<file path="src/rtl/fetch_1_pkg.sv">
// Shared parameter header for the fetch stage: memory geometry, queue defaults, entry payload.
package fetch_1_pkg;

    localparam int unsigned MEMI_SIZE_LOG    = 4;
    localparam int unsigned MEMI_SIZE        = 1 << MEMI_SIZE_LOG;
    localparam int unsigned INST_LEN         = 32;
    localparam int unsigned FQ_DEPTH_DEF     = 4;
    localparam int unsigned FQ_DEPTH_LOG_DEF = 2;

    typedef struct packed {
        logic [MEMI_SIZE_LOG-1:0] pc;
        logic [INST_LEN-1:0]      inst;
    } fq_entry_t;

endpackage

</file>
<file path="src/rtl/fetch_queue.sv">
// Circular fetch queue: push at tail, pop at head, flush empties; occupancy drives full/empty.
module fetch_queue
    import fetch_1_pkg::*;
#(
    parameter int unsigned DEPTH     = FQ_DEPTH_DEF,
    parameter int unsigned DEPTH_LOG = FQ_DEPTH_LOG_DEF
) (
    input  logic             clk,
    input  logic             rst,
    input  logic             push,
    input  logic             pop,
    input  logic             flush,
    input  fq_entry_t        wdata,
    output fq_entry_t        rdata,
    output logic [DEPTH_LOG:0] count
);

    logic [DEPTH_LOG-1:0] head;
    logic [DEPTH_LOG-1:0] tail;
    fq_entry_t            mem [DEPTH];

    // Pointer and occupancy state; pointers wrap naturally at DEPTH.
    always_ff @(posedge clk or posedge rst) begin
        if (rst) begin
            head  <= '0;
            tail  <= '0;
            count <= '0;
        end else if (flush) begin
            head  <= '0;
            tail  <= '0;
            count <= '0;
        end else begin
            if (push) tail <= tail + DEPTH_LOG'(1);
            if (pop)  head <= head + DEPTH_LOG'(1);
            case ({push, pop})
                2'b10:   count <= count + (DEPTH_LOG+1)'(1);
                2'b01:   count <= count - (DEPTH_LOG+1)'(1);
                default: count <= count;
            endcase
        end
    end

    // Data storage needs no reset; contents are ignored while empty.
    always_ff @(posedge clk) begin
        if (push && !flush) mem[tail] <= wdata;
    end

    assign rdata = mem[head];

endmodule

</file>
<file path="src/rtl/fetch_1.sv">
// Instruction fetch: PC register feeding a same-cycle memory, buffered through fetch_queue.
module fetch_1
    import fetch_1_pkg::*;
#(
    parameter int unsigned FQ_DEPTH     = FQ_DEPTH_DEF,
    parameter int unsigned FQ_DEPTH_LOG = FQ_DEPTH_LOG_DEF
) (
    input  logic                     clk,
    input  logic                     rst,
    output logic [MEMI_SIZE_LOG-1:0] req_addr,
    input  logic [INST_LEN-1:0]      resp_data,
    input  logic                     redirect_valid,
    input  logic [MEMI_SIZE_LOG-1:0] redirect_pc,
    output logic                     out_valid,
    input  logic                     out_ready,
    output logic [INST_LEN-1:0]      out_inst,
    output logic [MEMI_SIZE_LOG-1:0] out_pc,
    output logic [FQ_DEPTH_LOG:0]    fq_count
);

    logic [MEMI_SIZE_LOG-1:0] pc;
    logic                     push;
    logic                     pop;
    fq_entry_t                wr_entry;
    fq_entry_t                head_entry;

    // Redirect blocks both queue ports; a pop frees a slot so a full queue still fetches.
    always_comb begin
        pop      = out_valid && out_ready && !redirect_valid;
        push     = !redirect_valid &&
                   ((fq_count < (FQ_DEPTH_LOG+1)'(FQ_DEPTH)) || pop);
        wr_entry = '{pc: pc, inst: resp_data};
    end

    always_ff @(posedge clk or posedge rst) begin
        if (rst) begin
            pc <= '0;
        end else if (redirect_valid) begin
            pc <= redirect_pc;
        end else if (push) begin
            pc <= pc + MEMI_SIZE_LOG'(1);
        end
    end

    fetch_queue #(
        .DEPTH     (FQ_DEPTH),
        .DEPTH_LOG (FQ_DEPTH_LOG)
    ) u_fetch_queue (
        .clk   (clk),
        .rst   (rst),
        .push  (push),
        .pop   (pop),
        .flush (redirect_valid),
        .wdata (wr_entry),
        .rdata (head_entry),
        .count (fq_count)
    );

    assign req_addr  = pc;
    assign out_valid = (fq_count != '0);
    assign out_inst  = head_entry.inst;
    assign out_pc    = head_entry.pc;

endmodule

</file>
<file path="config.mk">
export PLATFORM = sky130hd
export DESIGN_NAME = fetch_1
export DESIGN_NICKNAME = d
export VERILOG_FILES = /design/src/rtl/fetch_1_pkg.sv /design/src/rtl/fetch_queue.sv /design/src/rtl/fetch_1.sv
export SDC_FILE = /design/constraint.sdc
export NUM_CORES = 1
export LEC_CHECK = 0
export CAP_MARGIN = 10
export CORE_ASPECT_RATIO = 1.25
export CORE_UTILIZATION = 30
export CTS_BUF_LIST = sky130_fd_sc_hd__clkbuf_8
export DETAILED_ROUTE_END_ITERATION = 10
export PLACE_DENSITY = 0.61
export SLEW_MARGIN = 20
export SYNTH_ARGS = -nofsm -noshare
export SYNTH_HDL_FRONTEND = slang
export SYNTH_SLANG_ARGS = --single-unit
</file>
<file path="constraint.sdc">
create_clock -name clk -period 6.5 [get_ports clk]
set_clock_uncertainty 0.15 [all_clocks]
set_input_delay 1.625 -clock clk [delete_from_list [all_inputs] [get_ports clk]]
set_output_delay 1.625 -clock clk [all_outputs]
set_load 0.005 [all_outputs]
</file>
==> results of run 1 <==
placed cells by master (no fill, tap or decap), types with 3 or more instances in the layout:
master / instances
a21oi_1: 3
and2_2: 3
bufinv_16: 3
clkbuf_8: 17
clkdlybuf4s50_1: 83
clkinv_2: 3
dfrtp_1: 9
edfxtp_1: 144
ha_1: 5
inv_1: 8
mux4_2: 36
nand2_1: 3
nor2_1: 8
o21ai_0: 6
xor2_1: 3
logic make-up after synthesis:
logic type	count (synthesis)	share of synthesized area, %
compound gates	14	1.44
xor+xnor	4	0.601
fa+ha+maj	6	1.42
buf+inv	15	1.52
flops	155	78.9
mux	38	14.3
other cells	1	0.0643
simple gates	21	1.80
where the power goes:
part | switching (W) | total [W] | internal, W
clock network | 0.000336 | 0.000709 | 0.000373
registers | 0.0000855 | 0.00131 | 0.00122
logic | 0.000227 | 0.000597 | 0.000371
how the worst min path moves through the flow:
stage,slack (ns),end,start
4_1_cts,0.48,u_fetch_queue.tail[1]$_DFFE_PP0P_,u_fetch_queue.tail[1]$_DFFE_PP0P_
2_1_floorplan,0.38,u_fetch_queue.mem[0][35]$_DFFE_PP_,req_addr[3]$_DFFE_PP0P_
6_report,0.47,u_fetch_queue.tail[1]$_DFFE_PP0P_,u_fetch_queue.tail[1]$_DFFE_PP0P_
5_1_grt,0.51,u_fetch_queue.tail[1]$_DFFE_PP0P_,u_fetch_queue.tail[1]$_DFFE_PP0P_
3_5_place_dp,0.46,u_fetch_queue.tail[1]$_DFFE_PP0P_,u_fetch_queue.tail[1]$_DFFE_PP0P_
3_3_place_gp,0.41,u_fetch_queue.tail[1]$_DFFE_PP0P_,u_fetch_queue.tail[1]$_DFFE_PP0P_
cell type report:
cell class	instances	area share (%)
Tap cell	232	3.98
Multi-Input combinational cell	84	15.7
Clock buffer	17	3.21
Timing Repair Buffer	84	11.5
Sequential cell	155	63.2
Inverter	5	0.258
Clock inverter	14	2.13
per-layer routing:
layer	GRT usage (%)	wire [um]	share of wire [%]
met4	4.31	137	1.3
met5	0	0	0
met3	4.26	517	4.8
met2	19.6	5530	51
met1	13.9	4640	43
registers in the layout, indices dropped and copies added, names as in the netlist:
name / count
req_addr: 4
u_fetch_queue.count: 3
u_fetch_queue.head: 2
u_fetch_queue.mem: 144
u_fetch_queue.tail: 2
per-stage QoR:
step	power, W	instance area (um2)	util, %	std cells	setup WS [ns]
after floorplan	0.00162	5830	-	254	3.12
after global routing	0.00274	7290	38.5	591	1.74
after detailed placement	0.00195	6900	36.4	560	2.30
final	0.00261	7290	38.5	591	1.99
after CTS	0.00266	7280	38.5	591	1.83
after global placement	0.00193	6900	36.4	560	2.34
worst register-to-register path, delay by kind of cell, from the launching register on:
family	cells	cell delay [ns]
and+or+nand+nor	3	1.43
DFF	1	0.51
==> reports/qor.txt, run 1 <==
outcome -> completed
largest net degree at the start of global routing -> 38
most instantiated cells after synthesis -> edfxtp_1, mux4_2, dfrtp_1
H-tree depth -> 4
Nets -> 393
Mapped Nets -> 300
GPL Wtd Cong -> 0.642
# port buffers -> 83
Max-Cap Viols -> 0
Starting Density -> 30.8%
number of hold violations in the final report -> 0
Arrival @ worst endpoint -> 2.74 ns
die area -> 20000 um2
Tot GR Track Use -> 11.7%
slowest stage delay, CP -> 0.71 ns
postcts setup bufs -> 0
Crit Reg-Reg Startpoint -> u_fetch_queue.count[2]$_DFFE_PP0P_
Pins Over Slew Limit -> 0
initial antenna violation count -> 0
CP top delay family -> buffers and inverters
P&R area growth vs syn -> 25.0%
CP cell instances -> buf_4 -> mux4_2 -> clkdlybuf4s50_1
Die Wd -> 127 um
EDFF count, synth -> 144
Synth Instances -> 254
hold_ws -> 0.470 ns
Routed Antenna Nets -> 0
fmax -> 0.222 GHz
synth top area cells -> edfxtp_1, mux4_2, dfrtp_1, ha_1, buf_6
CP max stage cell -> dfrtp_2
Synth Register Bits -> 155
CTS tree -> built
RSZ-0062 raised after global routing -> false
Final period util -> 69.4%
post-synthesis average cell area -> 23.0 um2
r2r endpoint -> u_fetch_queue.mem[2][22]$_DFFE_PP_
crit path launch -> u_fetch_queue.head[0]$_DFFE_PP0P_
CTS resizes -> 0
detailed-route via count -> 2749
Post-synth top flop -> edfxtp_1
Reg2Reg Depth -> 3
VDD IR max -> 0.136 mV
Cell Area, Synth -> 5830 um2
Detailed Routing Iterations Pass 1 -> 4
Root Driver -> clkbuf_8
worst path bufs/invs -> 2
cell taking the most area after synthesis -> edfxtp_1
distinct cell type count after synthesis -> 28
area of the multi-input gates -> 1150 um2
CTS max path bufs -> 2
starting DRC count in detailed routing -> 136
DP Wirelength -> 6400 um
CP endpoint -> out_inst[30]
final setup vio count -> 0
Lkg Pwr -> 2.35 nW
final WL -> 10800 um
first-pass GRT wire length -> 16600 um
crit path time final -> 4.51 ns
Die Y -> 158 um
critical path fanouts, max -> 22
crit start category -> flop
Reg area -> 4600 um2
CP required -> 4.72 ns
Num CTS Buffers -> 17
Hold Path Depth -> 2
gr ovfl total -> 0
worst hold path class -> flop to flop
actual slew at the worst max-slew pin -> 1.05 ns
ys async rst share -> 7.10%
clock latency on the worst-skew pair -> 0.44 ns
Power per Cell Area -> 359 nW/um2
Rel. slew slack -> 29.9%
drt drc -> 0
r2r setup slk -> 4.00 ns
# rows -> 56
top-area cell type share of the netlist area -> 74.2%
share of post-route cells with drive strength above 1 -> 20.1%
vias in the first global route -> 2957
routed vias/inst -> 4.65
setup TNS -> 0 ns
most frequent cell after synthesis -> edfxtp_1
CP Class -> flop to output port
io pins -> 84
Reg clk slew, reported paths -> 0.08 ns
hold_buf cts -> 0
clock sink count -> 155
Core Region -> 18900 um2
cell count along the critical path -> 3
Critical Path End Type -> output port
Ant. Diodes -> 0
WL per Instance -> 18.3 um
Synthesis Warnings -> 0
Layout fillers -> 1710
sequential share of the synthesized area -> 78.9%
Note: power is estimated with default switching activity, not from simulation.
==> run 2: changes to the inputs <==
--- a/config.mk
+++ b/config.mk
@@ -10,7 +10,7 @@
 export CORE_UTILIZATION = 30
 export CTS_BUF_LIST = sky130_fd_sc_hd__clkbuf_8
 export DETAILED_ROUTE_END_ITERATION = 10
-export PLACE_DENSITY = 0.61
+export PLACE_DENSITY = 0.63
 export SLEW_MARGIN = 20
 export SYNTH_ARGS = -nofsm -noshare
 export SYNTH_HDL_FRONTEND = slang
==> constraint.sdc (replaced) <==
create_clock -name clk -period 3.75 [get_ports clk]
set_clock_uncertainty 0.15 [all_clocks]
set_input_delay 0.9375 -clock clk [delete_from_list [all_inputs] [get_ports clk]]
set_output_delay 0.9375 -clock clk [all_outputs]
set_load 0.005 [all_outputs]
==> run 2 against run 1 <==
Wire length decreased by 0.34%. Final area increased by 0.96%. Sequential power increased by 69%. Largest power group unchanged. Worst hold slack got worse by 0.018 ns. First-iteration DRC count increased by 64%. Sequential share of layout area decreased by 0.60 points. Register-to-register slack got worse by 2.3 ns. Core utilization increased by 0.37 points. Die area unchanged. Critical path depth unchanged. Non-clock buffer count increased by 8. Total power increased by 72%.
==> reports/qor.txt, run 2 (synthesis gave the netlist of run 1 again) <==
Max-Cap Viols -> 0 (unchanged)
routed vias/inst -> 4.54 (-2.4%)
Critical Path End Type -> output port
Starting Density -> 30.8% (unchanged)
clock latency on the worst-skew pair -> 0.44 ns (about the same)
P&R area growth vs syn -> 26.2%
non-filler cells, final -> 601 (+1.7%)
Lkg Pwr -> 2.38 nW (+1.6%)
Root Driver -> clkbuf_8
initial antenna violation count -> 1 (+1)
postcts setup bufs -> 0 (unchanged)
slowest stage delay, CP -> 0.59 ns (-0.12 ns)
Core Region -> 18900 um2 (unchanged)
start point of the worst hold path -> u_fetch_queue.tail[1]$_DFFE_PP0P_
setup TNS -> 0 ns (unchanged)
H-tree depth -> 4 (unchanged)
Crit Reg-Reg Startpoint -> u_fetch_queue.count[2]$_DFFE_PP0P_
detailed-route via count -> 2729 (-0.73%)
most used routing layer -> met2
DP Wirelength -> 6950 um (+8.7%)
Design Area, Final -> 7360 um2 (+0.96%)
largest net degree at the start of global routing -> 37 (-2.6%)
Reg2Reg Depth -> 4 (+1)
CTS resizes -> 0 (unchanged)
# rows -> 56 (unchanged)
actual slew at the worst max-slew pin -> 0.554 ns (-0.498 ns)
# port buffers -> 83 (unchanged)
vias in the first global route -> 3018 (+2.1%)
Die Wd -> 127 um (unchanged)
GRT met2 Usage -> 20.2% (+0.61 points)
final worst slack -> 0.412 ns (-1.58 ns)
Die Y -> 158 um (unchanged)
CTS tree -> built
Nets -> 401 (+2.0%)
pre-CTS setup slack -> 0.712 ns (-1.59 ns)
crit start category -> flop
met3 Usage GRT -> 5.17% (+0.91 points)
total power -> 0.00449 W (+72%)
fmax -> 0.300 GHz
r2r setup slk -> 1.73 ns (-2.27 ns)
CP cell instances -> buf_4 -> mux4_2 -> clkdlybuf4s50_1
critical path fanouts, max -> 22 (unchanged)
starting DRC count in detailed routing -> 223 (+64%)
gr ovfl total -> 0 (unchanged)
largest register by flop count -> u_fetch_queue.mem
die area -> 20000 um2 (unchanged)
outcome -> completed
Hold Path Depth -> 2 (unchanged)
drt drc -> 0 (unchanged)
CP required -> 2.66 ns (-2.06 ns)
CP max stage cell -> mux4_2
Arrival @ worst endpoint -> 2.25 ns (-0.49 ns)
final setup vio count -> 0 (unchanged)
io pins -> 84 (unchanged)
most common cell after layout, fill and taps aside -> edfxtp_1
share of post-route cells with drive strength above 1 -> 21.7% (+1.7 points)
CTS max path bufs -> 2 (unchanged)
Num CTS Buffers -> 17 (unchanged)
GPL Wtd Cong -> 0.670 (+4.3%)
Power per Cell Area -> 610 nW/um2 (+70%)
final WL -> 10800 um (-0.34%)
Detailed Routing Iterations Pass 1 -> 4 (unchanged)
commonest non-fill, non-tap cells in the layout -> edfxtp_1, clkdlybuf4s50_1, mux4_2, clkbuf_8, inv_1
r2r endpoint -> u_fetch_queue.mem[0][29]$_DFFE_PP_
met1 Resource Use GR -> 13.0% (-0.94 points)
DP Area -> 6980 um2 (+1.2%)
placed insts -> 568 (+1.4%)
hold endpoint -> u_fetch_queue.tail[1]$_DFFE_PP0P_
number of hold violations in the final report -> 0 (unchanged)
Largest register FFs -> 144 (unchanged)
RSZ-0062 raised after global routing -> false
Pins Over Slew Limit -> 0 (unchanged)
VDD IR max -> 0.219 mV (+61%)
Routed Antenna Nets -> 0 (unchanged)
Final period util -> 89.0%
crit path time final -> 3.34 ns
worst hold path class -> flop to flop
clock sink count -> 155 (unchanged)
CP Class -> flop to output port
hold_buf cts -> 0 (unchanged)
Rel. slew slack -> 63.1% (+33 points)
first-pass GRT wire length -> 16900 um (+2.1%)
WL per Instance -> 18.0 um (-2.0%)
Reg clk slew, reported paths -> 0.08 ns (about the same)
Tot GR Track Use -> 11.7% (-0.056 points)
## run 2: cell count changes in the layout (fill, tap and decap cells not counted), moves of 2 or more
cell        change
clkinvlp_4      +2
buf_4           +6
inv_1           +2
buf_12          +2
## run 2: how the worst max path moves through the flow
stage	slack, ns	endpoint	from
5_1_grt	0.24	out_inst[19]	u_fetch_queue.head[0]$_DFFE_PP0P_
3_3_place_gp	0.75	u_fetch_queue.mem[0][12]$_DFFE_PP_	out_ready
3_5_place_dp	0.71	u_fetch_queue.mem[0][8]$_DFFE_PP_	out_ready
4_1_cts	0.32	out_inst[19]	u_fetch_queue.head[0]$_DFFE_PP0P_
2_1_floorplan	1.06	u_fetch_queue.mem[0][0]$_DFFE_PP_	out_ready
6_report	0.41	out_inst[19]	u_fetch_queue.head[0]$_DFFE_PP0P_
## run 2: metrics by stage
stage,hold slack (ns),util [%]
2_1_floorplan,0.376,-
3_3_place_gp,0.406,36.9
3_5_place_dp,0.435,36.9
4_1_cts,0.455,38.9
5_1_grt,0.507,38.9
6_report,0.452,38.9
## run 2: layer usage
metal  vias up  wire [um]
li1       1246          -
met1      1407       4350
met2        66       5630
met3        10        701
met4         0        111
met5         -          0
## run 2: power by group
group          internal [W]  switching, W  total (W)
clock network      0.000581      0.000579    0.00116
registers           0.00212     0.0000954    0.00221
logic              0.000668      0.000450    0.00112
## run 2: worst max-delay path: cells and delay by family, from the launching register on
| family | cells | cell delay, ns |
|---|---|---|
| buffers and inverters | 2 | 0.87 |
| muxes | 1 | 0.59 |
| DFF | 1 | 0.36 |
## run 2: area by class of cell
| cell class | instances | area, um2 |
|---|---|---|
| Timing Repair Buffer | 92 | 923 |
| Inverter | 5 | 18.8 |
| Clock buffer | 17 | 234 |
| Multi-Input combinational cell | 84 | 1150 |
| Antenna cell | 1 | 2.50 |
| Clock inverter | 15 | 139 |
| Tap cell | 232 | 290 |
| Fill cell | 1717 | 11600 |
| Sequential cell | 155 | 4600 |
